### src/rtl/piso_serializer_stream.sv
// Parallel-in/serial-out streaming shifter with a valid/ready word input and a one-word holding buffer.
// Optional even-parity trailer bit when PISO_STREAM_PARITY_EN is defined.
module piso_serializer_stream #(
  parameter int unsigned WIDTH      = 8,
  parameter bit          MSB_FIRST  = 1'b1,
  parameter logic        IDLE_LEVEL = 1'b0
) (
  input  logic             clk,
  input  logic             reset_n,
  input  logic [WIDTH-1:0] in_data,
  input  logic             in_valid,
  output logic             in_ready,
  input  logic             shift_en,
  output logic             sout,
  output logic             sout_valid,
  output logic             sout_first,
  output logic             sout_last,
  output logic             busy
);

`ifdef PISO_STREAM_PARITY_EN
  localparam int unsigned FRAME_LEN = WIDTH + 1;
`else
  localparam int unsigned FRAME_LEN = WIDTH;
`endif
  localparam int unsigned SR_W     = FRAME_LEN;
  localparam int unsigned IDX_W    = $clog2(FRAME_LEN);
  localparam logic [IDX_W-1:0] LAST_IDX = IDX_W'(FRAME_LEN - 1);

  typedef enum logic {IDLE = 1'b0, SHIFT = 1'b1} state_e;

  state_e           state_q, state_d;
  logic [SR_W-1:0]  sr_q, sr_d;
  logic [WIDTH-1:0] hold_q, hold_d;
  logic             hold_full_q, hold_full_d;
  logic [IDX_W-1:0] bit_idx_q, bit_idx_d;
  logic             sout_q, sout_d;
  logic             sout_valid_q, sout_valid_d;
  logic             sout_first_q, sout_first_d;
  logic             sout_last_q, sout_last_d;
  logic             busy_q, busy_d;
  logic             in_ready_q, in_ready_d;

  logic             accept_c;
  logic             at_last_c;
  logic             transfer_c;
  logic [SR_W-1:0]  load_c;

  // Parity (when present) sits at the tail so it leaves after the last data bit.
  always_comb begin
`ifdef PISO_STREAM_PARITY_EN
    load_c = MSB_FIRST ? {hold_q, ^hold_q} : {^hold_q, hold_q};
`else
    load_c = hold_q;
`endif
  end

  always_comb begin
    state_d      = state_q;
    sr_d         = sr_q;
    hold_d       = hold_q;
    hold_full_d  = hold_full_q;
    bit_idx_d    = bit_idx_q;

    accept_c   = in_valid && !hold_full_q;
    at_last_c  = (state_q == SHIFT) && (bit_idx_q == LAST_IDX);
    transfer_c = hold_full_q && ((state_q == IDLE) || (shift_en && at_last_c));

    // accept and transfer are exclusive: accept needs an empty buffer, transfer a full one
    if (accept_c) begin
      hold_d      = in_data;
      hold_full_d = 1'b1;
    end

    if (transfer_c) begin
      sr_d        = load_c;
      bit_idx_d   = '0;
      hold_full_d = 1'b0;
      state_d     = SHIFT;
    end else if ((state_q == SHIFT) && shift_en) begin
      if (at_last_c) begin
        state_d = IDLE;
      end else begin
        sr_d      = MSB_FIRST ? (sr_q << 1) : (sr_q >> 1);
        bit_idx_d = bit_idx_q + IDX_W'(1);
      end
    end

    // Outputs are registered copies of what the next state will present.
    sout_valid_d = (state_d == SHIFT);
    sout_d       = sout_valid_d ? (MSB_FIRST ? sr_d[SR_W-1] : sr_d[0]) : IDLE_LEVEL;
    sout_first_d = sout_valid_d && (bit_idx_d == '0);
    sout_last_d  = sout_valid_d && (bit_idx_d == LAST_IDX);
    busy_d       = sout_valid_d || hold_full_d;
    in_ready_d   = !hold_full_d;
  end

  always_ff @(posedge clk or negedge reset_n) begin
    if (!reset_n) begin
      state_q      <= IDLE;
      sr_q         <= '0;
      hold_q       <= '0;
      hold_full_q  <= 1'b0;
      bit_idx_q    <= '0;
      sout_q       <= IDLE_LEVEL;
      sout_valid_q <= 1'b0;
      sout_first_q <= 1'b0;
      sout_last_q  <= 1'b0;
      busy_q       <= 1'b0;
      in_ready_q   <= 1'b1;
    end else begin
      state_q      <= state_d;
      sr_q         <= sr_d;
      hold_q       <= hold_d;
      hold_full_q  <= hold_full_d;
      bit_idx_q    <= bit_idx_d;
      sout_q       <= sout_d;
      sout_valid_q <= sout_valid_d;
      sout_first_q <= sout_first_d;
      sout_last_q  <= sout_last_d;
      busy_q       <= busy_d;
      in_ready_q   <= in_ready_d;
    end
  end

  assign sout       = sout_q;
  assign sout_valid = sout_valid_q;
  assign sout_first = sout_first_q;
  assign sout_last  = sout_last_q;
  assign busy       = busy_q;
  assign in_ready   = in_ready_q;

endmodule

### config.mk
export PLATFORM = sky130hd
export DESIGN_NAME = piso_serializer_stream
export DESIGN_NICKNAME = d
export VERILOG_FILES = /design/src/rtl/piso_serializer_stream.sv
export SDC_FILE = /design/constraint.sdc
export NUM_CORES = 1
export LEC_CHECK = 0
export CELL_PAD_IN_SITES_DETAIL_PLACEMENT = 1
export CELL_PAD_IN_SITES_GLOBAL_PLACEMENT = 1
export CORE_MARGIN = 5
export CORE_UTILIZATION = 44
export CTS_CLUSTER_DIAMETER = 60
export DETAILED_ROUTE_END_ITERATION = 8
export GPL_ROUTABILITY_DRIVEN = 0
export PLACE_DENSITY = 0.82
export SYNTH_ARGS = -nofsm -noshare
export SYNTH_HDL_FRONTEND = slang
export SYNTH_SLANG_ARGS = --single-unit
### constraint.sdc
create_clock -name clk -period 4.4 [get_ports clk]
set_input_delay 0.88 -clock clk [delete_from_list [all_inputs] [get_ports clk]]
set_output_delay 0.88 -clock clk [all_outputs]
set_load 0.01 [all_outputs]
* Word-level counts from Yosys, hierarchy flattened
Cells that the tools add are included.
** Word-level totals
- Logic and storage cells :: 42
- Bits of input ports :: 12
- Flip-flop bits (word level) :: 26
- Output and inout bits :: 6
** Cells by class
- Reduce and logical (&&, ||, !) cells :: 14
- Add/sub/neg operators :: 1
- Bitwise gates (word level) :: 1
- Muxes and demuxes :: 12
- Equal/unequal tests :: 3
** Operators with widths (number)
- $mux 8 :: 3
- $mux 3 :: 3
- $logic_and 1x1->1 :: 7
- $eq 3x3->1 const B :: 2
- $mux 1 :: 6
- $add 3x1->3 const B :: 1
- $logic_not 3->1 :: 1
- $logic_not 1->1 :: 2
- $logic_or 1x1->1 :: 2
- $ne 2x1->1 const B :: 1
- $reduce_and 2->1 :: 1
- $reduce_bool 2->1 :: 1
- $not 1->1 :: 1

* Depth between registers and ports, before layout
Gate-level depths: netlist of run 1.
- Depth in word-level cells :: 8
- Gate-level depth with buffers :: 7
- Gate-level depth less buffers :: 6

* Worst setup path after synthesis of run 1
OpenSTA, ideal clock, no wires.
- Kind :: input to register
- From :: input shift_en
- To :: register sout_first_q (netlist: sout_first)
- Setup time :: 96 ps
- Path buffers :: 1
- Stages on the path :: 5
- Data required time :: 4304 ps
- Slack :: 2706 ps
- Arrival :: 1599 ps
- Cell sequence :: and3b_1 > buf_6 > mux2i_4 > o21ai_2 > nor4_2
** Between the ends
- Longest elaborated chain between the ends :: 6
- Elaborated cells on any way between the ends :: 10
- Classes of those cells :: mux (4); reduce/logical (6)
** RTL lines
- start, declared :: line 13 : input logic shift_en,
- $logic_and 1x1->1 :: line 67 : transfer_c = hold_full_q && ((state_q == IDLE) || (shift_en && at_last_c));
- $logic_or 1x1->1 :: line 67
- $logic_and 1x1->1 :: line 67
- $mux 3 * :: line 75 : if (transfer_c) begin
- net bit_idx_d[0] :: line 36 : logic [IDX_W-1:0] bit_idx_q, bit_idx_d;
- $logic_not 3->1 * :: line 92 : sout_first_d = sout_valid_d && (bit_idx_d == '0);
- $logic_and 1x1->1 * :: line 92
- net sout_first_d :: line 39 : logic sout_first_q, sout_first_d;
- end signal, assigned :: line 119 : sout_first_q <= sout_first_d;
- end, declared :: line 39
The timed path passes the listed nets; every way through them passes the cells marked *.
A chain may end at the register's enable or synchronous reset.

* Final worst setup path of run 1
- From :: register sout_valid_q (netlist: sout_valid)
- To :: output sout_valid
** RTL lines
- start, declared :: line 38 : logic sout_valid_q, sout_valid_d;
- start signal, assigned :: line 118 : sout_valid_q <= sout_valid_d;
- end, declared :: line 15 : output logic sout_valid,
No word-level cell between the ends.

==> run metrics, run 1 <==
run status=completed; # Max-Cap Violations=0; maximum clock path buffer count=2; Pleak=0.000560 uW; number of warning messages in the yosys log=0; worst min-delay path category=reg -> reg; clock tree from TritonCTS=yes; Final Core Density=54.4%; layout-stage area growth over the synthesis result=18.5%; startpoint class of the critical path=flip-flop; number of global-route vias before repair=806; area of the mapped netlist=1140 um^2; 1st-pass router iterations=3; ratio of final minimum period to clock period=52.0%; area of the die=3700 um^2; number of remaining DRC errors=0; Fin Clk Skew=0.00761 ns; final routed wirelength across all metal layers=2.16 mm; worst skew pair latency=0.33 ns; class of the most critical setup path=reg -> out; post-synthesis cell type with the largest combined area=dfrtp_1; TritonCTS Sinks=26; initial cell density of the core=45.9%; final non-filler cell total=142; core region area=2480 um^2; setup repair after global routing missed its margin=no; number of top-level pins=18; launching point of the worst reg2reg path=bit_idx_q[0]; setup tns final=0 ns; Pwr Total=711 uW; worst IR drop on VDD=0.296 mV; clock root buffer=clkbuf_4; Hold Fails Final Rpt=0; Reg clk slew, reported paths=0.14 ns; total power per unit cell area=528 nW/um^2; fraction of layout instances using a drive strength above 1=11.6%; total number of vias=743; max-slew violation total from the final report=0; share of the yosys chip area belonging to registers=57.3%; vertical extent of the die=60.8 um; largest fanout on the critical path=8; number of DRC violations after detailed-routing iteration 0=43; Final Net Count=127; GRT Overall Usage=13.9%; H-tree levels=1; cell type group with the largest total delay on the critical path=buffers and inverters; Die Wd=60.8 um; worst-margin pin slew=1.17 ns; buffers plus inverters on the worst setup path=1; crit path cell chain=clkdlybuf4s50_1; Syn Nets=108; Highest Clock Rate=0.437 GHz; total setup violations reported at the end of the flow=0; via density per instance=5.23; post-route cell area=1350 um^2; quantity of I/O buffers inserted on ports=17; shortest period the worst path allows=2.29 ns; cell with the biggest individual delay on the critical path=clkdlybuf4s50_1; leftover overflow at the end of global routing=0; unique cell type count in the Yosys netlist=32; ranking of synthesized cells by area=dfrtp_1 55%, mux2_1 7.9%, a21oi_1 4.0%; total cell area at the placement stage=1320 um^2; wire length of the first global-routing pass=3.77 mm; largest net degree at the start of global routing=27; antenna diode count=0; number of setup buffers added after CTS=0; Detailed Place HPWL=1.62 mm; clock buffers created by TritonCTS=3; number of register bits inferred by synthesis=26; antenna violations before repair=0; post-route ant nets=0; Site Rows=18; mean instance size in the synthesized netlist=12.1 um^2; required time at the worst-slack endpoint=3.52 ns; CP Capture Type=primary output; routed length per instance=15.2 um; top cell type's share of synthesized area=55.0%; biggest cell delay along the critical path=0.58 ns; launching element of the worst setup path=sout_valid; number of cells produced by synthesis=94; worst slew margin relative to its limit=22.0%; Post-CTS Hold Buffers=0; launch instance of the worst min-delay path=hold_q[0]; number of placed instances, taps included=138; number of instances resized during post-cts repair=0; arrival time worst endpoint=1.41 ns
routing by layer:
| metal | up-vias | part of all wire (%) | GRT usage [%] |
|---|---|---|---|
| met3 | 4 | 3.8 | 2.34 |
| met1 | 361 | 45 | 18.6 |
| met5 | - | 0 | 0 |
| met2 | 13 | 49 | 23.1 |
| met4 | 0 | 1.6 | 4.64 |
| li1 | 365 | - | - |
cells by family after synthesis:
logic type                 share of synthesized area, %
DFF                                                57.3
xor gates and xnor gates                          0.770
and+or+nand+nor                                    11.2
buffers and inverters                              4.07
muxes                                              10.8
adders and majority gates                          2.20
AOI/OAI and AO/OA                                  13.6
report_power, final:
part           internal, uW  switching, uW  total, uW
logic                   114            109        223
registers               328           50.3        378
clock network          35.6           74.2        110
worst register-to-register path, delay by kind of cell (launching register included):
family | cells | cell delay (ns)
compound gates | 2 | 0.61
simple gates | 2 | 0.31
flops | 1 | 0.43
fa+ha+maj | 2 | 0.44
area by class of cell:
class,count,area [um^2]
Clock buffer,4,26.3
Fill cell,265,1130
Inverter,6,22.5
Multi-Input combinational cell,59,439
Sequential cell,26,652
Tap cell,30,37.5
Timing Repair Buffer,17,170
state kept, by name, indices dropped and copies added, names as in the netlist:
| name | flops |
|---|---|
| busy | 1 |
| sout_last | 1 |
| in_ready | 1 |
| hold_full_q | 1 |
| sout_valid | 1 |
| hold_q | 8 |
| sout | 1 |
| bit_idx_q | 3 |
| sout_first | 1 |
| sr_q | 8 |
through the flow:
step                setup WS (ns)  hold slack [ns]
floorplan                    2.71            0.448
finish                       2.11            0.500
detailed placement           1.88            0.479
global placement             1.89            0.470
global route                 2.03            0.527
CTS                          2.10            0.511
synthesized netlist by cell type:
cell type / count
mux2i_1: 1
buf_2: 1
ha_1: 2
nand2_1: 5
and4_1: 1
a32oi_1: 2
dfstp_2: 1
and2b_1: 1
nor2b_1: 1
o21ai_1: 2
and2b_4: 1
o2bb2ai_1: 1
a21oi_1: 9
inv_2: 2
nor2_1: 7
a21boi_2: 1
nand3_1: 2
and3b_1: 1
buf_4: 1
or3_1: 1
xnor2_1: 1
mux2i_4: 1
nand2b_1: 1
mux2_1: 8
a22oi_1: 6
dfrtp_1: 25
buf_6: 1
nor2_2: 1
a21oi_2: 1
inv_1: 4
o21ai_2: 1
nor4_2: 1
final timing paths:
check	to	slack (ns)	cells past startpoint
worst max-delay path	sout_valid	2.11	1
worst min-delay path	sr_q[0]	0.50	2
worst max register to register	sr_q[6]	2.55	6
worst min register to register	sr_q[0]	0.50	2
max in group asynchronous	sout_last	2.56	1
min in group asynchronous	hold_q[5]	1.15	1
cells in the final DEF (no fill, tap or decap), types with 3 or more instances in the layout:
| cell type | netlist | final |
|---|---|---|
| nor2_1 | 7 | 7 |
| nand2_1 | 5 | 5 |
| inv_1 | 4 | 4 |
| a21oi_1 | 9 | 9 |
| clkbuf_4 | 0 | 3 |
| clkdlybuf4s50_1 | 0 | 17 |
| dfrtp_1 | 25 | 25 |
| a22oi_1 | 6 | 6 |
| mux2_1 | 8 | 8 |
No activity file was read; power rests on OpenSTA's default activity.
==> inputs of run 2 (changes only) <==
--- a/config.mk
+++ b/config.mk
@@ -8,11 +8,11 @@
 export CELL_PAD_IN_SITES_DETAIL_PLACEMENT = 1
 export CELL_PAD_IN_SITES_GLOBAL_PLACEMENT = 1
 export CORE_MARGIN = 5
-export CORE_UTILIZATION = 44
+export CORE_UTILIZATION = 37
 export CTS_CLUSTER_DIAMETER = 60
 export DETAILED_ROUTE_END_ITERATION = 8
 export GPL_ROUTABILITY_DRIVEN = 0
-export PLACE_DENSITY = 0.82
+export PLACE_DENSITY = 0.74
 export SYNTH_ARGS = -nofsm -noshare
 export SYNTH_HDL_FRONTEND = slang
 export SYNTH_SLANG_ARGS = --single-unit
==> constraint.sdc (replaced) <==
create_clock -name clk -period 1.91 [get_ports clk]
set_input_delay 0.382 -clock clk [delete_from_list [all_inputs] [get_ports clk]]
set_output_delay 0.382 -clock clk [all_outputs]
set_load 0.01 [all_outputs]
==> run metrics, run 2 (same netlist as run 1, synthesis figures left out) <==
Post-CTS Hold Buffers=0 (unchanged); clock root buffer=clkbuf_4 (unchanged); total cell area at the placement stage=1350 um^2 (was 1320 um^2); buffers plus inverters on the worst setup path=1 (unchanged); Largest regs=hold_q: 8 flops, sr_q: 8 flops, bit_idx_q: 3 flops (unchanged); area of the die=4280 um^2 (was 3700 um^2); post-route ant nets=0 (unchanged); GRT Overall Usage=11.9% (was 13.9%); cell type group with the largest total delay on the critical path=buffers and inverters (unchanged); Reg clk slew, reported paths=0.14 ns (about the same); maximum clock path buffer count=2 (unchanged); Detailed Place HPWL=1.64 mm (was 1.62 mm); clock tree from TritonCTS=yes (unchanged); number of setup buffers added after CTS=0 (unchanged); worst-margin pin slew=0.362 ns (was 1.17 ns); worst min-delay path category=in -> async (was reg -> reg); final routed wirelength across all metal layers=2.14 mm (was 2.16 mm); clock buffers created by TritonCTS=3 (unchanged); core region area=3000 um^2 (was 2480 um^2); cell with the biggest individual delay on the critical path=clkdlybuf4s50_1 (unchanged); Highest Clock Rate=0.571 GHz; Fin Clk Skew=0.0104 ns (was 0.00761 ns); number of placed instances, taps included=144 (was 138); highest-count cells in the layout ignoring fill and taps=25 x dfrtp_1, 17 x clkdlybuf4s50_1, 9 x a21oi_1, 8 x mux2_1, 7 x nor2_1 (unchanged); shortest period the worst path allows=1.75 ns; Pleak=0.000575 uW (was 0.000560 uW); initial cell density of the core=37.9% (was 45.9%); number of top-level pins=18 (unchanged); total setup violations reported at the end of the flow=0 (unchanged); Site Rows=20 (was 18); number of fill cells in the layout=337 (was 265); largest net degree at the start of global routing=27 (unchanged); post-route cell area=1380 um^2 (was 1350 um^2); leftover overflow at the end of global routing=0 (unchanged); Final Net Count=130 (was 127); number of global-route vias before repair=870 (was 806); TritonCTS Sinks=26 (unchanged); leading cell type in the layout, fill and taps excluded=dfrtp_1 (unchanged); Hold Fails Final Rpt=0 (unchanged); H-tree levels=1 (unchanged); CP Capture Type=primary output (unchanged); total power per unit cell area=1190 nW/um^2 (was 528 nW/um^2); final non-filler cell total=148 (was 142); vertical extent of the die=65.4 um (was 60.8 um); routed length per instance=14.5 um (was 15.2 um); worst skew pair latency=0.31 ns (was 0.33 ns); # Max-Cap Violations=0 (unchanged); Die Wd=65.4 um (was 60.8 um); crit path cell chain=clkdlybuf4s50_1 (unchanged); launching element of the worst setup path=sout_valid (unchanged); number of remaining DRC errors=0 (unchanged); wire length of the first global-routing pass=3.94 mm (was 3.77 mm); layout-stage area growth over the synthesis result=20.9% (was 18.5%); worst slew margin relative to its limit=75.8% (was 22.0%); setup slack after placement=0.0278 ns (was 1.88 ns); antenna diode count=0 (unchanged); fraction of layout instances using a drive strength above 1=14.8% (was 11.6%); setup repair after global routing missed its margin=no (unchanged); number of DRC violations after detailed-routing iteration 0=23 (was 43); class of the most critical setup path=reg -> out (unchanged); ratio of final minimum period to clock period=91.8%; launching point of the worst reg2reg path=bit_idx_q[1] (was bit_idx_q[0]); Final WS setup=0.157 ns (was 2.11 ns); startpoint class of the critical path=flip-flop (unchanged); via density per instance=5.22 (was 5.23); biggest cell delay along the critical path=0.58 ns (about the same); arrival time worst endpoint=1.37 ns (was 1.41 ns); setup tns final=0 ns (unchanged); quantity of I/O buffers inserted on ports=17 (unchanged); required time at the worst-slack endpoint=1.53 ns (was 3.52 ns); largest fanout on the critical path=8 (unchanged); 1st-pass router iterations=3 (unchanged); max-slew violation total from the final report=0 (unchanged); antenna violations before repair=0 (unchanged); run status=completed (unchanged); worst IR drop on VDD=0.426 mV (was 0.296 mV); total number of vias=773 (was 743)
[run 2: cell types whose count changed in the layout (fill, tap and decap cells not counted), sizes merged]
cell / previous run / this run
buf: 0 / 3
[run 2: worst paths after layout]
| kind | depth (start not counted) | slack (ns) | endpoint |
|---|---|---|---|
| min | 2 | 0.42 | sr_q[2] |
| min in group clk | 1 | 0.51 | hold_q[2] |
| min reg2reg | 1 | 0.51 | hold_q[2] |
| max in group asynchronous | 2 | 1.19 | in_ready |
| max | 1 | 0.16 | sout_valid |
| max reg2reg | 6 | 0.20 | sout_first |
[run 2: final cells by class]
| cell class | count | area [um^2] | share of cell area (%) |
|---|---|---|---|
| Timing Repair Buffer | 20 | 193 | 14.0 |
| Clock buffer | 4 | 26.3 | 1.91 |
| Tap cell | 33 | 41.3 | 3.00 |
| Multi-Input combinational cell | 59 | 440 | 32.0 |
| Sequential cell | 26 | 652 | 47.4 |
| Inverter | 6 | 22.5 | 1.64 |
[run 2: layer usage]
metal  global-route usage [%]  routed length (um)
met1                     14.4                 966
met2                     20.5                1080
met3                     2.91                  71
met4                     3.89                  23
met5                        0                   0
[run 2: timing repair]
item	in CTS	in global routing
resized for setup	0	1
setup endpoints to repair	0	3
endpoints found under the hold margin	0	0
[run 2: per-stage QoR]
stage	total power, uW	hold WS [ns]	util, %
after floorplan	1220	0.0864	-
after global routing	1770	0.448	45.8
after global placement	1390	0.470	44.9
after CTS	1660	0.418	45.8
after detailed placement	1430	0.488	44.9
final	1640	0.418	45.8
[run 2: power breakdown]
group | leakage (uW) | internal (uW) | switching (uW)
registers | 0.000305 | 756 | 121
clock network | 0.0000150 | 81.5 | 152
logic | 0.000255 | 272 | 254
==> inputs of run 3 (changes only) <==
--- a/config.mk
+++ b/config.mk
@@ -7,9 +7,9 @@
 export LEC_CHECK = 0
 export CELL_PAD_IN_SITES_DETAIL_PLACEMENT = 1
 export CELL_PAD_IN_SITES_GLOBAL_PLACEMENT = 1
-export CORE_MARGIN = 5
 export CORE_UTILIZATION = 37
 export CTS_CLUSTER_DIAMETER = 60
+export CTS_CLUSTER_SIZE = 25
 export DETAILED_ROUTE_END_ITERATION = 8
 export GPL_ROUTABILITY_DRIVEN = 0
 export PLACE_DENSITY = 0.74
==> run metrics, run 3 (same netlist as run 1, synthesis figures left out) <==
run status=finished with violations (was completed); violations in the final reports=design-rule violations; worst-margin pin slew=0.357 ns (was 0.362 ns); H-tree levels=1 (unchanged); Site Rows=19 (was 20); number of global-route vias before repair=770 (was 870); number of fill cells in the layout=321 (was 337); antenna violations before repair=0 (unchanged); Post-CTS Hold Buffers=0 (unchanged); highest-count cells in the layout ignoring fill and taps=25 x dfrtp_1, 17 x clkdlybuf4s50_1, 9 x a21oi_1, 8 x mux2_1, 7 x nor2_1 (unchanged); worst min-delay path category=in -> async (unchanged); Internal Pwr Total=1110 uW (about the same); maximum clock path buffer count=2 (unchanged); number of remaining DRC errors=1 (was 0); TritonCTS Sinks=26 (unchanged); clock tree from TritonCTS=yes (unchanged); initial cell density of the core=40.2% (was 37.9%); fraction of layout instances using a drive strength above 1=14.8% (unchanged); GRT Overall Usage=14.3% (was 11.9%); arrival time worst endpoint=1.38 ns (was 1.37 ns); 1st-pass router iterations=7 (was 3); # Max-Cap Violations=0 (unchanged); startpoint class of the critical path=flip-flop (unchanged); area of the die=3300 um^2 (was 4280 um^2); number of top-level pins=18 (unchanged); clock buffers created by TritonCTS=3 (unchanged); setup tns final=0 ns (unchanged); antenna diode count=0 (unchanged); class of the most critical setup path=reg -> out (unchanged); clock root buffer=clkbuf_4 (unchanged); largest net degree at the start of global routing=27 (unchanged); crit path cell chain=clkdlybuf4s50_1 (unchanged); wire length of the first global-routing pass=3.55 mm (was 3.94 mm); Largest regs=hold_q: 8 flops, sr_q: 8 flops, bit_idx_q: 3 flops (unchanged); Clock Power Share=14.5% (was 14.3%); Die Wd=57.4 um (was 65.4 um); biggest cell delay along the critical path=0.58 ns (about the same); final hold slack=0.405 ns (was 0.418 ns); Fin Clk Skew=0.00600 ns (was 0.0104 ns); Highest Clock Rate=0.568 GHz (was 0.571 GHz); ratio of final minimum period to clock period=92.2% (was 91.8%); setup repair after global routing missed its margin=no (unchanged); portion of total power attributed to sequential cells=53.4% (was 53.6%); routed length per instance=14.6 um (was 14.5 um); power share of the combinational group=32.1% (was 32.2%); via density per instance=5.34 (was 5.22); Final Net Count=130 (unchanged); final routed wirelength across all metal layers=2.13 mm (was 2.14 mm); Hold Fails Final Rpt=0 (unchanged); Net Sw Power=533 uW (was 527 uW); cell with the biggest individual delay on the critical path=clkdlybuf4s50_1 (unchanged); quantity of I/O buffers inserted on ports=17 (unchanged); leftover overflow at the end of global routing=0 (unchanged); setup slack after placement=0.0461 ns (was 0.0278 ns); Detailed Place HPWL=1.57 mm (was 1.64 mm); core region area=2830 um^2 (was 3000 um^2); max-slew violation total from the final report=0 (unchanged); number of instances resized during post-cts repair=0 (unchanged); fraction of power spent switching nets=32.4% (was 32.2%); layout-stage area growth over the synthesis result=20.7% (was 20.9%); final non-filler cell total=146 (was 148); CP Capture Type=primary output (unchanged); worst skew pair latency=0.32 ns (was 0.31 ns); total power per unit cell area=1200 nW/um^2 (was 1190 nW/um^2); post-route ant nets=0 (unchanged); number of placed instances, taps included=142 (was 144); buffers plus inverters on the worst setup path=1 (unchanged); Reg clk slew, reported paths=0.14 ns (about the same); shortest period the worst path allows=1.76 ns (was 1.75 ns); worst IR drop on VDD=0.531 mV (was 0.426 mV); total setup violations reported at the end of the flow=0 (unchanged); vertical extent of the die=57.4 um (was 65.4 um); required time at the worst-slack endpoint=1.53 ns (about the same); largest fanout on the critical path=8 (unchanged); leading cell type in the layout, fill and taps excluded=dfrtp_1 (unchanged); worst slew margin relative to its limit=76.2% (was 75.8%); number of setup buffers added after CTS=0 (unchanged); Final WS setup=0.148 ns (was 0.157 ns); cell type group with the largest total delay on the critical path=buffers and inverters (unchanged); total number of vias=780 (was 773); number of DRC violations after detailed-routing iteration 0=23 (unchanged); Pleak=0.000575 uW (unchanged)
[run 3: cell counts in the layout (fill, tap and decap cells not counted)]
No cell type changed its count.
[run 3: final cells by class]
cell class / instances / area [um^2] / area share, %
inverters: 6 / 22.5 / 1.64
multi-input cells: 59 / 440 / 32.1
well taps: 31 / 38.8 / 2.83
flip-flops and latches: 26 / 652 / 47.5
clock buffers: 4 / 26.3 / 1.91
repair buffers: 20 / 193 / 14.0
[run 3: through the flow]
stage / total power, uW / cell area [um^2] / utilization (%)
finish: 1640 / 1370 / 48.5
global route: 1760 / 1370 / 48.5
CTS: 1670 / 1370 / 48.5
detailed placement: 1430 / 1350 / 47.5
global placement: 1390 / 1350 / 47.5
floorplan: 1220 / 1140 / -
[run 3: worst paths after layout]
path                         startpoint          to  slack [ns]  depth (start not counted)
max                          sout_valid  sout_valid        0.15                          1
min                             reset_n   hold_q[5]        0.40                          2
max reg2reg                bit_idx_q[0]     sr_q[4]        0.19                          7
min reg2reg                   hold_q[0]     sr_q[0]        0.50                          2
max in group asynchronous       reset_n    in_ready        1.21                          2
min in group clk              hold_q[0]     sr_q[0]        0.50                          2
[run 3: power by group through the flow]
stage | clock network, uW | registers, uW | logic, uW
after floorplan | 0 | 872 | 350
after global placement | 0 | 881 | 507
after detailed placement | 0 | 894 | 536
after CTS | 248 | 882 | 538
after global routing | 267 | 904 | 587
final | 238 | 878 | 528
[run 3: routing by layer]
layer / vias up / global-route usage (%) / routed length, um
li1: 373 / - / -
met1: 390 / 18.2 / 980
met2: 15 / 24.1 / 1050
met3: 2 / 4.76 / 77
met4: 0 / 2.09 / 17
met5: - / 0 / 0
